**config.mk**
```make
export PLATFORM = sky130hd
export DESIGN_NAME = sensor_msg_fmt
export DESIGN_NICKNAME = d
export VERILOG_FILES = /design/src/rtl/sensor_msg_pkg.sv /design/src/rtl/sensor_debounce.sv /design/src/rtl/sensor_msg_fmt.sv
export SDC_FILE = /design/constraint.sdc
export NUM_CORES = 1
export LEC_CHECK = 0
export BUFFER_PORTS_ARGS = -buffer_cell sky130_fd_sc_hd__buf_2
export CAP_MARGIN = 10
export CORE_ASPECT_RATIO = 0.9
export CORE_UTILIZATION = 48
export DETAILED_ROUTE_END_ITERATION = 10
export PLACE_DENSITY = 0.7
export SLEW_MARGIN = 40
export SYNTH_ARGS = -nofsm -noshare
export SYNTH_HDL_FRONTEND = slang
export SYNTH_SLANG_ARGS = --single-unit
```
**constraint.sdc**
```tcl
create_clock -name clk -period 2.1 [get_ports clk]
set_input_delay 0.42 -clock clk [delete_from_list [all_inputs] [get_ports clk]]
set_output_delay 0.42 -clock clk [all_outputs]
set_load 0.01 [all_outputs]
```
**src/rtl/sensor_msg_pkg.sv**
```systemverilog
// Shared constants, FSM state type and helpers for the IR sensor message formatter.
package sensor_msg_pkg;

  localparam logic [7:0] ASCII_I    = 8'h49;
  localparam logic [7:0] ASCII_R    = 8'h52;
  localparam logic [7:0] ASCII_EQ   = 8'h3D;
  localparam logic [7:0] ASCII_SP   = 8'h20;
  localparam logic [7:0] ASCII_CR   = 8'h0D;
  localparam logic [7:0] ASCII_LF   = 8'h0A;
  localparam logic [7:0] ASCII_ZERO = 8'h30;

  localparam int MSG_LEN_BASE = 6;
  localparam int MSG_LEN_SEQ  = 9;

  typedef enum logic [1:0] {
    IDLE,
    LOAD,
    WAIT_BUSY,
    WAIT_DONE
  } msg_state_e;

  // 0x37 + 10 lands on 'A', so A-F come out uppercase.
  function automatic logic [7:0] hexChar(input logic [3:0] nib);
    hexChar = (nib < 4'd10) ? (ASCII_ZERO + {4'd0, nib}) : (8'h37 + {4'd0, nib});
  endfunction

endpackage

```
**src/rtl/sensor_debounce.sv**
```systemverilog
// Two-flop synchronizer plus stability counter producing the debounced sensor level.
module sensor_debounce
  import sensor_msg_pkg::*;
#(
  parameter int DEBOUNCE_CYCLES = 16,
  localparam int CNT_W = $clog2(DEBOUNCE_CYCLES + 1)
) (
  input  logic clk,
  input  logic rst,
  input  logic in,
  output logic level
);

  logic             sync1_q;
  logic             sync2_q;
  logic             level_q;
  logic [CNT_W-1:0] cnt_q;

  // The flip happens on the increment that would bring the count to DEBOUNCE_CYCLES.
  always_ff @(posedge clk) begin
    if (rst) begin
      sync1_q <= 1'b0;
      sync2_q <= 1'b0;
      level_q <= 1'b0;
      cnt_q   <= '0;
    end else begin
      sync1_q <= in;
      sync2_q <= sync1_q;
      if (sync2_q == level_q) begin
        cnt_q <= '0;
      end else if (cnt_q == CNT_W'(DEBOUNCE_CYCLES - 1)) begin
        level_q <= ~level_q;
        cnt_q   <= '0;
      end else begin
        cnt_q <= cnt_q + CNT_W'(1);
      end
    end
  end

  assign level = level_q;

endmodule

```
**src/rtl/sensor_msg_fmt.sv**
```systemverilog
// Streams "IR=<level>\r\n" into the UART one byte per busy handshake.
// Define SENSOR_MSG_SEQ_EN to append " <HH>" carrying an 8-bit message sequence number.
module sensor_msg_fmt
  import sensor_msg_pkg::*;
#(
  parameter int DEBOUNCE_CYCLES = 16
) (
  input  logic       clk,
  input  logic       rst,
  input  logic       sensor_in,
  input  logic       sample_en,
  input  logic       tx_busy,
  output logic [7:0] tx_byte,
  output logic       tx_start,
  output logic       msg_busy,
  output logic       dropped,
  output logic       sensor_level
);

`ifdef SENSOR_MSG_SEQ_EN
  localparam int MSG_LEN = MSG_LEN_SEQ;
`else
  localparam int MSG_LEN = MSG_LEN_BASE;
`endif
  localparam logic [3:0] LAST_IDX = 4'(MSG_LEN - 1);

  msg_state_e state_q;
  logic [3:0] idx_q;
  logic       digit_q;
  logic [7:0] txByte_q;
  logic       txStart_q;
  logic       msgBusy_q;
  logic       dropped_q;
  logic [7:0] frameByte;
`ifdef SENSOR_MSG_SEQ_EN
  logic [7:0] seq_q;
`endif

  sensor_debounce #(
    .DEBOUNCE_CYCLES(DEBOUNCE_CYCLES)
  ) u_debounce (
    .clk  (clk),
    .rst  (rst),
    .in   (sensor_in),
    .level(sensor_level)
  );

  always_comb begin
    frameByte = 8'h00;
    case (idx_q)
      4'd0: frameByte = ASCII_I;
      4'd1: frameByte = ASCII_R;
      4'd2: frameByte = ASCII_EQ;
      4'd3: frameByte = ASCII_ZERO | {7'd0, digit_q};
`ifdef SENSOR_MSG_SEQ_EN
      4'd4: frameByte = ASCII_SP;
      4'd5: frameByte = hexChar(seq_q[7:4]);
      4'd6: frameByte = hexChar(seq_q[3:0]);
      4'd7: frameByte = ASCII_CR;
      4'd8: frameByte = ASCII_LF;
`else
      4'd4: frameByte = ASCII_CR;
      4'd5: frameByte = ASCII_LF;
`endif
      default: frameByte = 8'h00;
    endcase
  end

  // The digit is captured at accept so later sensor edges cannot corrupt a frame in flight.
  always_ff @(posedge clk) begin
    if (rst) begin
      state_q   <= IDLE;
      idx_q     <= 4'd0;
      digit_q   <= 1'b0;
      txByte_q  <= 8'h00;
      txStart_q <= 1'b0;
      msgBusy_q <= 1'b0;
      dropped_q <= 1'b0;
`ifdef SENSOR_MSG_SEQ_EN
      seq_q     <= 8'h00;
`endif
    end else begin
      txStart_q <= 1'b0;
      dropped_q <= sample_en && msgBusy_q;
      case (state_q)
        IDLE: begin
          if (sample_en) begin
            digit_q   <= sensor_level;
            idx_q     <= 4'd0;
            msgBusy_q <= 1'b1;
            state_q   <= LOAD;
          end
        end
        LOAD: begin
          txByte_q  <= frameByte;
          txStart_q <= 1'b1;
          state_q   <= WAIT_BUSY;
        end
        WAIT_BUSY: begin
          if (tx_busy) state_q <= WAIT_DONE;
        end
        WAIT_DONE: begin
          if (!tx_busy) begin
            if (idx_q == LAST_IDX) begin
              msgBusy_q <= 1'b0;
              state_q   <= IDLE;
`ifdef SENSOR_MSG_SEQ_EN
              seq_q     <= seq_q + 8'd1;
`endif
            end else begin
              idx_q   <= idx_q + 4'd1;
              state_q <= LOAD;
            end
          end
        end
        default: state_q <= IDLE;
      endcase
    end
  end

  assign tx_byte  = txByte_q;
  assign tx_start = txStart_q;
  assign msg_busy = msgBusy_q;
  assign dropped  = dropped_q;

endmodule

```
; Yosys cells after proc, flatten, opt, wreduce, memory -nomap -nowiden
; Cells that the tools add are included.
[op_classes]
n_eq_ne = 15
addsub = 2
bitwise = 2
muxes = 15
reduce_logical = 10
[op_table]
columns = cell, n
row1 = $pmux 7 s6, 1
row2 = $mux 4, 3
row3 = $ne 2x2->1 const B, 5
row4 = $eq 4x2->1 const B, 2
row5 = $eq 4x3->1 const B, 2
row6 = $pmux 2 s4, 1
row7 = $pmux 4 s2, 1
row8 = $reduce_and 4->1, 2
row9 = $mux 2, 3
row10 = $add 5x1->5 const B, 1
row11 = $eq 5x4->1 const B, 1
row12 = $mux 1, 5
row13 = $add 4x1->4 const B, 1
row14 = $eq 2x2->1 const B, 2
row15 = $eq 4x1->1 const B, 1
row16 = $logic_not 4->1, 1
row17 = $reduce_and 2->1, 2
row18 = $reduce_and 3->1, 1
row19 = $reduce_or 3->1, 1
row20 = $eq 2x1->1 const B, 1
row21 = $logic_not 2->1, 1
row22 = $not 1->1, 2
row23 = $pmux 1 s2, 1
row24 = $reduce_bool 2->1, 1
row25 = 2 further kinds, 2
[word_totals]
inputBits = 5
word_cells = 55
output_inout_bits = 12
regBits = 26

; Depth between registers and ports, before layout
; Gate-level depths: netlist of run 1.
[depth]
word_depth = 4
mapped_depth = 6
ltp_nobuf = 6

; Cells and area by module
; A second synthesis of run 1 with hierarchy kept.
[unflattened]
cells_unflattened = 133
area_unflattened_um2 = 1184.9
[modules_own_cells]
columns = module, cells_each, instances, area_each_um2, seq_area_each_um2
row1 = sensor_msg_fmt, 106, 1, 898.4, 340.3
row2 = sensor_debounce, 27, 1, 286.5, 160.2

; Least setup slack after synthesis of run 1
; Ideal clock, no wire load.
[synth_path]
path_type = flip-flop to flip-flop
startpoint = reg state_q[0]
endpoint = reg idx_q[3]
stages_incl_launch_ff = 7
arrival_ns = 1.735
t_required_ns = 2.030
path_slack_ns = 0.295
path_buffers = 0
synth_period_minus_slack_ns = 1.805
setup_time_ns = 0.070
path_cell_list = dfxtp_1 inv_1 ha_1 and2b_4 a2111o_1 or3_1 a21oi_1
[synth_between]
elab_chain_len = 3
word_cells_on_any_way = 8
cone_classes = eq/ne: 4 / mux: 1 / reduce/logical: 3
[synth_lines]
columns = element, line
row1 = "start, declared", sensor_msg_fmt.sv:27  ; msg_state_e state_q;
row2 = "start signal, assigned", sensor_msg_fmt.sv:72  ; state_q <= IDLE;
row3 = "start signal, assigned", sensor_msg_fmt.sv:91  ; state_q <= LOAD;
row4 = "start signal, assigned", sensor_msg_fmt.sv:97  ; state_q <= WAIT_BUSY;
row5 = $eq 2x2->1 or $logic_not 2->1 (tied branches), sensor_msg_fmt.sv:85  ; case (state_q)
row6 = $ne 2x2->1 (no source line) or $reduce_bool 2->1 (tied branches), n/a
row7 = $reduce_and 4->1 (no source line), n/a
row8 = "end signal, assigned", sensor_msg_fmt.sv:111  ; idx_q <= idx_q + 4'd1;
row9 = "end, declared", sensor_msg_fmt.sv:28  ; logic [3:0] idx_q;
; Several ways; a longest one is shown, not always the timed one.
; A chain may end at the register's enable or synchronous reset.

; Worst setup path in the final report of run 1
; Ends and elaborated chain as after synthesis.

==> impl_metrics.csv, run 1 <==
group,metric,value,unit
status,status,"completed",
synthesis,async_flop_share,0,
pwr,p_seq_frac,0.471,
global_route,grt_pass1_wl,3500,um
placed_design,gp_congestion,0.874,
setup_path,path_cells,"inv_1, ha_1, and2b_4, a2111o_1, or3_1, a21oi_1",
detailed_routing,first_iter_violations,15,
synthesis,synth_edf_count,0,
synthesis,synth.most_common_cell,"dfxtp_1",
synthesis,ys.warnings.count,0,
sta,hold_viol_final,0,
synthesis,synth_xor_area_frac,0.0219,
finish,regArea,503,um2
placed_design,pre_cts_slack,0.133,ns
finish,final_area,1300,um2
synthesis,syn_nets,146,
synthesis,synth_area_leader_cell,"dfxtp_1",
worst_hold_path,hold_class,"in2reg",
finish,syn2layout_area_growth,8.46,%
clock_network,cts_hold_buf,0,
placed_design,placed_area,1270,um2
setup_path,ff2ff_setup_slack,0.15,ns
clock_network,cts_resized,0,
pwr,pwr-share-clk,0.169,
worst_hold_path,holdPathEnd,"u_debounce.sync1_q$_SDFF_PP0_",
synthesis,synth_cell_type_count,34,
synthesis,synthFlopType,"dfxtp_1",
synthesis,synth_top_area_frac,0.418,
setup_path,worst_setup_path_start_kind,"flip-flop",
job,max_cap_violations,0,
detailed_routing,drc,0,
worst_hold_path,min_delay_path_depth,2,
clock_network,clk_pin_slew,0.13,ns
placed_design,portBuffers,15,
worst_hold_path,hp-start,"sensor_in",
synthesis,synthCells,131,
global_route,grt_max_degree,23,
floorplanning,die_w,54.6,um
finish,final_layout_size_suffix_gt1_frac,0.179,
detailed_routing,firstDrtPassIters,5,
finish,num-nets-final,161,
synthesis,ys_seq_area_frac,0.418,
setup_path,arrival,2.21,ns
detailed_routing,ant_nets,0,
synthesis,synth_top_family_by_area,"simple AND/OR/NAND/NOR gates",
sta,tns,0,ns
sta,drv_slew,0,
global_route,grt_overflow_total,0,
setup_path,reg2reg_to,"idx_q[3]$_SDFFE_PP0P_",
setup_path,cpPeakStageDelay,0.46,ns
sta,period_needed,1.95,ns
setup_path,critPathKind,"reg2reg",
detailed_routing,drt-wirelength-per-cell,11.7,um
synthesis,synthTopCellsByCount,"25 x dfxtp_1, 14 x nor2_1, 10 x a21oi_1, 10 x ha_1, 10 x inv_1",
pwr,comb_power_share,0.360,
synthesis,synth_compound_area_frac,0.159,
sta,fin_ws,0.148,ns
synthesis,syn-cell-area,1200,um2
floorplanning,pin_count,17,
setup_path,crit_path_end_kind,"flip-flop",
sta,fmax,0.512,GHz
pwr,switching_share,0.346,
synthesis,syn_avg_cell_area,9.14,um2
setup_path,cpMaxStageDelayCell,"a2111o_1",
synthesis,muxShareOfSynthArea,0.0251,
clock_network,cts_max_level,1,
setup_path,critPathLaunch,"state_q[0]$_SDFFE_PP0P_",
clock_network,cts.sinks,25,
floorplanning,initial_utilization,0.529,
global_route,track_usage,0.180,
synthesis,synthTopCellsByArea,"dfxtp_1 42%, ha_1 10%, nor2_1 4.4%",
sta,setup_viol,0,
finish,multi_input_area,614,um2
clock_network,post-cts-setup-buffers,0,
setup_path,r2r-start,"state_q[0]$_SDFFE_PP0P_",
floorplanning,die_h,49.4,um
clock_network,clkLatencyLatePin,0.32,ns
floorplanning,fp-row-count,16,
placed_design,dpl.hpwl,1480,um
setup_path,r2r.worst_path.cells,6,
synthesis,synth-simple-area-share,0.200,
floorplanning,core_area,2260,um2
global_route,grt_pass1_vias,809,
synthesis,ys_ff_latch,25,
sta,layout_worst_path_cycle_share,0.929,
clock_network,clock_path_buffers,2,
pwr,p_leak,0.543,nW
detailed_routing,vias_per_cell,5.44,
synthesis,synthAdderAreaFrac,0.104,
finish,antenna_cells,0,
clock_network,cts_buffers,3,
sta,clock_skew,0.00449,ns
pwr,peakVddDrop,0.761,mV
global_route,antenna_found_initial,0,
pwr,p_int,0.823,mW
clock_network,cts-root-buf,"clkbuf_4",
floorplanning,die_area,2700,um2
pwr,power.switching,0.436,mW
sta,rsz0062_at_grt,"no",
setup_path,crit_fanout,6,
pwr,p_per_area,969,nW/um2
clock_network,cts_tree,"built",
setup_path,required,2.36,ns
finish,fin_util,0.574,
detailed_routing,drt_wl_total,2020,um
detailed_routing,vias,935,
finish,nFillCells,223,
==> worst max-delay path by stage <==
stage,end,slack [ns]
final,idx_q[3]$_SDFFE_PP0P_,0.15
after global routing,idx_q[3]$_SDFFE_PP0P_,0.002
after floorplan,idx_q[3]$_SDFFE_PP0P_,0.29
after detailed placement,idx_q[3]$_SDFFE_PP0P_,0.13
after global placement,idx_q[3]$_SDFFE_PP0P_,0.24
after CTS,idx_q[3]$_SDFFE_PP0P_,0.10
==> critical path: cells and delay by family, from the launching register on <==
family / cells / cell delay (ns)
compound gates: 2 / 0.60
fa+ha+maj: 1 / 0.27
buf+inv: 1 / 0.08
flops: 1 / 0.38
simple gates: 2 / 0.57
==> layer usage <==
layer / vias up / global-route usage / part of all wire
li1: 480 / - / -
met1: 431 / 0.227 / 0.49
met2: 20 / 0.273 / 0.44
met3: 4 / 0.0748 / 0.055
met4: 0 / 0.0513 / 0.012
met5: - / 0 / 0
==> kinds of logic after synthesis <==
logic type | count (synthesis)
AND/OR/NAND/NOR | 44
AO/OA/AOI/OAI | 29
flip-flops | 25
buffers and inverters | 16
adder cells (fa/ha/maj) | 10
XOR/XNOR | 3
multiplexers | 3
other | 1
==> area by class of cell <==
cell class / instances / share of cell area
clock inverter: 1 / 0.00385
sequential: 25 / 0.387
clock buffer: 3 / 0.0173
tap: 27 / 0.0260
timing repair buffer: 16 / 0.0636
multi-input combinational: 90 / 0.473
inverter: 10 / 0.0289
==> flip-flops by register name (all words and copies together), names as in the netlist <==
signal	count
dropped	1
u_debounce.sync2_q	1
u_debounce.cnt_q	5
digit_q	1
state_q	2
idx_q	4
tx_byte	7
msg_busy	1
u_debounce.sync1_q	1
u_debounce.level	1
tx_start	1
==> metrics by stage <==
step / hold WS, ns / power, mW / cells
5_1_grt: 0.291 / 1.37 / 172
2_1_floorplan: 0.414 / 0.928 / 131
3_5_place_dp: 0.436 / 1.05 / 168
4_1_cts: 0.296 / 1.27 / 172
3_3_place_gp: 0.418 / 1.03 / 168
6_report: 0.308 / 1.26 / 172
==> power by group through the flow <==
| stage | Sequential (mW) | Combinational [mW] | Clock (mW) |
|---|---|---|---|
| final | 0.592 | 0.453 | 0.213 |
| after global routing | 0.607 | 0.511 | 0.252 |
| after CTS | 0.589 | 0.457 | 0.223 |
| after detailed placement | 0.600 | 0.454 | 0 |
| after global placement | 0.595 | 0.439 | 0 |
| after floorplan | 0.618 | 0.310 | 0 |
==> cell usage in the layout (no fill, tap or decap), types with 2 or more instances in the layout <==
master | Yosys | routed
nand2b_1 | 3 | 3
nand2_1 | 6 | 6
or3_1 | 3 | 3
nor2b_1 | 5 | 5
inv_1 | 10 | 10
a21oi_1 | 10 | 10
ha_1 | 10 | 10
mux2i_1 | 3 | 3
o21ai_0 | 4 | 4
dfxtp_1 | 25 | 23
or3b_2 | 2 | 2
buf_2 | 0 | 15
xnor2_1 | 2 | 2
and4b_1 | 2 | 2
dfxtp_2 | 0 | 2
a211oi_1 | 6 | 6
o31ai_1 | 2 | 2
nor2_1 | 14 | 14
clkbuf_4 | 0 | 3
nand3_1 | 4 | 4
(Power assumes the default switching activity.)
==> run 2: changes to the inputs <==
--- a/config.mk
+++ b/config.mk
@@ -5,6 +5,7 @@
 export SDC_FILE = /design/constraint.sdc
 export NUM_CORES = 1
 export LEC_CHECK = 0
+export ABC_AREA = 1
 export BUFFER_PORTS_ARGS = -buffer_cell sky130_fd_sc_hd__buf_2
 export CAP_MARGIN = 10
 export CORE_ASPECT_RATIO = 0.9
==> run 2 against run 1 <==
Sequential power about the same. Clock power about the same. Design area shrank 0.39%. Die area down 1.8%. Clock skew rose by 0.0032 ns. Combinational power is 4% higher. Total power is 1.5% higher. Synthesized cell count grew 20%. Clock-buffer cell count unchanged. Area after synthesis is 1.9% lower. Via count is 8.1% higher. Maximum frequency is 29% higher. Largest cell class unchanged.
==> impl_metrics.csv, run 2 <==
group,metric,value,unit
status,status,"completed",
synthesis,ys.warnings.count,0,
finish,syn2layout_area_growth,10.1,%
finish,final_cell_mix,"34 x nand2_1, 25 x dfxtp_1, 21 x nor2_1",
setup_path,r2r-start,"u_debounce.cnt_q[0]$_SDFF_PP0_",
synthesis,synthTopCellsByCount,"34 x nand2_1, 25 x dfxtp_1, 21 x nor2_1",
floorplanning,core_area,2240,um2
finish,final_area,1290,um2
global_route,grt.busiest_layer,"met2",
placed_design,gp_congestion,0.832,
sta,rsz0062_at_grt,"no",
placed_design,dpl.hpwl,1700,um
sta,setup_viol,0,
clock_network,cts_max_level,1,
sta,fmax,0.660,GHz
setup_path,crit_path_end_kind,"flip-flop",
global_route,track_usage,0.191,
placed_design,placed_cells,196,
detailed_routing,drt_wl_total,2210,um
synthesis,syn_avg_cell_area,7.48,um2
clock_network,cts_buffers,3,
finish,antenna_cells,0,
placed_design,placed_area,1270,um2
clock_network,cts.sinks,25,
job,max_cap_violations,0,
clock_network,cts-root-buf,"clkbuf_4",
sta,period_needed,1.51,ns
synthesis,synth_top_area_frac,0.426,
finish,nFillCells,221,
floorplanning,initial_utilization,0.524,
global_route,grt_pass1_wl,3800,um
setup_path,r2r.worst_path.cells,7,
setup_path,worst_setup_path_start_kind,"flip-flop",
detailed_routing,vias,1011,
global_route,grt_util_met3,0.0592,
floorplanning,die_w,54.2,um
worst_hold_path,hold_class,"in2reg",
detailed_routing,firstDrtPassIters,4,
detailed_routing,first_iter_violations,23,
clock_network,cts_tree,"built",
worst_hold_path,hp-start,"sensor_in",
global_route,grt_pass1_vias,901,
clock_network,cts_resized,0,
setup_path,critPathKind,"reg2reg",
floorplanning,fp-row-count,16,
setup_path,crit_fanout,5,
clock_network,clk_pin_slew,0.14,ns
synthesis,ys_ff_latch,25,
floorplanning,die_area,2650,um2
finish,final_cells,200,
setup_path,crit_top_cell,"ha_1",
synthesis,synth_edf_count,0,
floorplanning,die_h,48.9,um
setup_path,ff2ff_setup_slack,0.59,ns
sta,drv_slew,0,
floorplanning,pin_count,17,
synthesis,syn_nets,172,
finish,largest_register_ffs,7,
sta,clock_skew,0.00769,ns
detailed_routing,ant_nets,0,
synthesis,synth_area_leader_cell,"dfxtp_1",
detailed_routing,drt-wirelength-per-cell,11.1,um
pwr,peakVddDrop,0.732,mV
detailed_routing,vias_per_cell,5.06,
worst_hold_path,min_delay_path_depth,3,
sta,hold_viol_final,0,
finish,final_layout_size_suffix_gt1_frac,0.162,
finish,layout.cells.most_common,"nand2_1",
placed_design,portBuffers,15,
synthesis,synthFlopType,"dfxtp_1",
setup_path,path_cells,"ha_1, nand2_1, nor2_1, ha_1, a21oi_1, o211ai_1, nor3b_1",
setup_path,arrival,1.76,ns
global_route,met1_usage,0.243,
global_route,grt_overflow_total,0,
setup_path,cpMaxStageDelayCell,"dfxtp_1",
clock_network,clock_path_buffers,2,
synthesis,async_flop_share,0,
clock_network,clkLatencyLatePin,0.31,ns
setup_path,cpPeakStageDelay,0.36,ns
synthesis,ys_seq_area_frac,0.426,
global_route,antenna_found_initial,0,
setup_path,reg2reg_to,"u_debounce.cnt_q[2]$_SDFF_PP0_",
clock_network,cts_hold_buf,0,
synthesis,synthCells,157,
worst_hold_path,holdPathEnd,"u_debounce.sync1_q$_SDFF_PP0_",
synthesis,synth.most_common_cell,"nand2_1",
global_route,grt_max_degree,16,
pwr,p_leak,0.573,nW
synthesis,syn-cell-area,1170,um2
detailed_routing,drc,0,
synthesis,synth_cell_type_count,21,
pwr,p_per_area,987,nW/um2
sta,tns,0,ns
finish,num-nets-final,189,
setup_path,required,2.34,ns
sta,layout_worst_path_cycle_share,0.721,
synthesis,synthTopCellsByArea,"dfxtp_1 43%, nand2_1 11%, ha_1 11%",
global_route,met2_usage,0.317,
clock_network,post-cts-setup-buffers,0,
## run 2: changes by cell type after synthesis, moves of 5 or more
| cell | change |
|---|---|
| a211oi_1 | -6 |
| inv_1 | +7 |
| nand2_1 | +28 |
| nand3_1 | +8 |
| nor2_1 | +7 |
| nor2b_1 | -5 |
## run 2: metrics by stage
| stage | setup WS, ns | total power [mW] | hold WS [ns] | utilization |
|---|---|---|---|---|
| after floorplan | 0.780 | 0.953 | 0.388 | - |
| after global placement | 0.728 | 1.06 | 0.394 | 0.565 |
| after detailed placement | 0.647 | 1.07 | 0.404 | 0.565 |
| after CTS | 0.604 | 1.29 | 0.286 | 0.577 |
| after global routing | 0.454 | 1.39 | 0.279 | 0.577 |
| final | 0.585 | 1.28 | 0.295 | 0.577 |
## run 2: critical path, delay by kind of cell (launching register included)
kind / cells / cell delay (ns)
compound gates: 2 / 0.32
flops: 1 / 0.36
simple gates: 3 / 0.34
fa+ha+maj: 2 / 0.41
## run 2: cell families (layout without fill, tap and decap cells)
family | Yosys count | count (layout) | share of synthesized area
simple gates | 75 | 75 | 0.274
flops | 25 | 25 | 0.426
compound gates | 23 | 23 | 0.112
buf+inv | 23 | 39 | 0.0788
fa+ha+maj | 10 | 10 | 0.106
other cells | 1 | 1 | 0.00319
## run 2: where the power goes
part	switching, mW	internal (mW)
clock network	0.140	0.0712
registers	0.0488	0.546
logic	0.299	0.173
total	0.487	0.790
## run 2: layout make-up
cell class / instances / area (um2) / area share
multi-input cells: 109 / 582 / 0.450
flip-flops and latches: 25 / 500 / 0.387
repair buffers: 15 / 75.1 / 0.0580
inverters: 20 / 75.1 / 0.0580
well taps: 27 / 33.8 / 0.0261
clock buffers: 3 / 22.5 / 0.0174
clock inverters: 1 / 5.00 / 0.00387
## run 2: worst max-delay path by stage
| stage | startpoint | endpoint | slack (ns) | cells past startpoint |
|---|---|---|---|---|
| after global routing | u_debounce.cnt_q[0]$_SDFF_PP0_ | u_debounce.cnt_q[2]$_SDFF_PP0_ | 0.45 | 7 |
| after detailed placement | u_debounce.cnt_q[0]$_SDFF_PP0_ | u_debounce.cnt_q[2]$_SDFF_PP0_ | 0.65 | 7 |
| after CTS | u_debounce.cnt_q[0]$_SDFF_PP0_ | u_debounce.cnt_q[2]$_SDFF_PP0_ | 0.60 | 7 |
| final | u_debounce.cnt_q[0]$_SDFF_PP0_ | u_debounce.cnt_q[2]$_SDFF_PP0_ | 0.59 | 7 |
| after floorplan | u_debounce.cnt_q[0]$_SDFF_PP0_ | u_debounce.cnt_q[2]$_SDFF_PP0_ | 0.78 | 7 |
| after global placement | u_debounce.cnt_q[0]$_SDFF_PP0_ | u_debounce.cnt_q[2]$_SDFF_PP0_ | 0.73 | 7 |
## run 2: layer usage
layer  up-vias  wire, um
li1        527         -
met1       452      1060
met2        28      1040
met3         4        94
met4         0        22
met5         -         0
==> run 3: changes to the inputs <==
==> constraint.sdc (replaced) <==
create_clock -name clk -period 1.55 [get_ports clk]
set_input_delay 0.31 -clock clk [delete_from_list [all_inputs] [get_ports clk]]
set_output_delay 0.31 -clock clk [all_outputs]
set_load 0.01 [all_outputs]
==> run 3 against run 2 <==
Global-route usage decreased by 0.54 points. Hold slack got worse by 0.10 ns. Utilization increased by 1.3 points. Maximum frequency increased by 4.0%. Combinational power increased by 35%. Sequential share of layout area decreased by 0.56 points. Die area unchanged. Register-to-register slack got worse by 0.49 ns. Sequential power increased by 35%. Clock skew increased by 0.0043 ns. Critical path type unchanged. Critical endpoint unchanged. Largest power group unchanged.
==> impl_metrics.csv, run 3 (same netlist as run 2, synthesis figures left out) <==
group,metric,value,unit
status,status,"completed",
detailed_routing,drc,0,
setup_path,crit_path_end_kind,"flip-flop",
sta,period_needed,1.46,ns
finish,final_layout_size_suffix_gt1_frac,0.200,
finish,final_cell_mix,"34 x nand2_1, 22 x dfxtp_1, 21 x nor2_1",
detailed_routing,ant_nets,0,
global_route,track_usage,0.186,
floorplanning,core_area,2240,um2
global_route,grt_pass1_vias,910,
detailed_routing,firstDrtPassIters,5,
setup_path,worst_setup_path_start_kind,"flip-flop",
sta,clock_skew,0.0120,ns
global_route,antenna_found_initial,0,
clock_network,cts_max_level,1,
clock_network,clkLatencyLatePin,0.32,ns
setup_path,arrival,1.70,ns
floorplanning,initial_utilization,0.524,
detailed_routing,first_iter_violations,13,
sta,fmax,0.687,GHz
setup_path,r2r.worst_path.cells,7,
pwr,p_per_area,1300,nW/um2
setup_path,ff2ff_setup_slack,0.09,ns
placed_design,dpl.hpwl,1600,um
detailed_routing,drt-wirelength-per-cell,10.6,um
detailed_routing,vias,1016,
setup_path,crit_fanout,5,
job,max_cap_violations,0,
finish,layout.cells.most_common,"nand2_1",
setup_path,critPathLaunch,"u_debounce.cnt_q[0]$_SDFF_PP0_",
finish,syn2layout_area_growth,12.6,%
sta,layout_worst_path_cycle_share,0.940,
detailed_routing,drt_wl_total,2130,um
floorplanning,die_w,54.2,um
worst_hold_path,hold_class,"in2reg",
clock_network,cts.sinks,25,
floorplanning,pin_count,17,
setup_path,r2r-start,"u_debounce.cnt_q[0]$_SDFF_PP0_",
pwr,peakVddDrop,0.965,mV
setup_path,crit_path_end,"u_debounce.cnt_q[2]$_SDFF_PP0_",
sta,fin_ws,0.0936,ns
clock_network,clk_pin_slew,0.12,ns
clock_network,cts_tree,"built",
finish,num-nets-final,191,
placed_design,portBuffers,15,
setup_path,reg2reg_to,"u_debounce.cnt_q[2]$_SDFF_PP0_",
global_route,grt_overflow_total,0,
setup_path,critPathKind,"reg2reg",
global_route,grt_pass1_wl,3590,um
floorplanning,fp-row-count,16,
sta,hold_viol_final,0,
sta,drv_slew,0,
detailed_routing,vias_per_cell,5.03,
clock_network,clock_path_buffers,2,
finish,antenna_cells,0,
floorplanning,die_h,48.9,um
floorplanning,die_area,2650,um2
finish,fin_util,0.590,
placed_design,gp_congestion,0.883,
worst_hold_path,min_delay_path_depth,3,
sta,setup_viol,0,
clock_network,cts_buffers,3,
pwr,p_leak,0.583,nW
finish,largest_register_ffs,7,
clock_network,cts-root-buf,"clkbuf_4",
global_route,grt_max_degree,15,
placed_design,pre_cts_slack,0.0929,ns
setup_path,required,1.80,ns
clock_network,cts_hold_buf,0,
run 3: changes by cell type in the layout (fill, tap and decap cells not counted):
cell / before / now
a21oi_2: 3 / 4
dfxtp_2: 0 / 3
clkbuf_1: 0 / 1
nor3b_1: 1 / 0
buf_4: 0 / 2
a21oi_1: 11 / 10
nor3b_2: 0 / 1
clkinv_2: 1 / 0
ha_1: 10 / 9
ha_2: 0 / 1
dfxtp_1: 25 / 22
run 3: area by class of cell:
| class | instances | area, um2 |
|---|---|---|
| Clock buffer | 4 | 26.3 |
| Fill cell | 229 | 920 |
| Inverter | 20 | 75.1 |
| Multi-Input combinational cell | 109 | 593 |
| Sequential cell | 25 | 504 |
| Tap cell | 27 | 33.8 |
| Timing Repair Buffer | 17 | 90.1 |
run 3: layer usage:
layer | vias to the layer above | track usage | share of wire
li1 | 535 | - | -
met2 | 30 | 0.283 | 0.46
met1 | 447 | 0.234 | 0.49
met3 | 4 | 0.0498 | 0.044
met5 | - | 0 | 0
met4 | 0 | 0.0940 | 0.014
run 3: per-stage QoR:
stage	TNS [ns]	hold WS (ns)	instances	instance area (um2)	power, mW
final	0	0.193	202	1320	1.72
after global placement	0	0.399	197	1270	1.44
after detailed placement	0	0.409	197	1270	1.45
after floorplan	0	0.379	157	1170	1.29
after global routing	-0.0292	0.180	202	1320	1.87
after CTS	0	0.180	201	1300	1.74
run 3: where the power goes:
part / switching, mW / internal [mW]
Sequential: 0.0614 / 0.743
Combinational: 0.400 / 0.236
Clock: 0.183 / 0.101
run 3: how the worst min path moves through the flow:
stage                                  start                            end
2_1_floorplan                            rst        tx_byte[0]$_SDFFE_PP0P_
3_3_place_gp   u_debounce.sync1_q$_SDFF_PP0_  u_debounce.sync2_q$_SDFF_PP0_
3_5_place_dp   u_debounce.sync1_q$_SDFF_PP0_  u_debounce.sync2_q$_SDFF_PP0_
4_1_cts                            sensor_in  u_debounce.sync1_q$_SDFF_PP0_
5_1_grt                            sensor_in  u_debounce.sync1_q$_SDFF_PP0_
6_report                           sensor_in  u_debounce.sync1_q$_SDFF_PP0_
run 3: worst max-delay path: stages, from the launching register on:
cell	delay (ns)
dfxtp_2	0.35
ha_1	0.21
nand2_1	0.08
nor2_1	0.05
ha_2	0.19
a21oi_2	0.11
o211ai_1	0.20
nor3b_2	0.21
run 3: what timing repair did:
| item | 4_1_cts | 5_1_grt |
|---|---|---|
| buffers inserted | 0 | 1 |
| setup endpoints to repair | 0 | 4 |
| gates resized for setup | 0 | 6 |
| hold endpoints to repair | 0 | 0 |
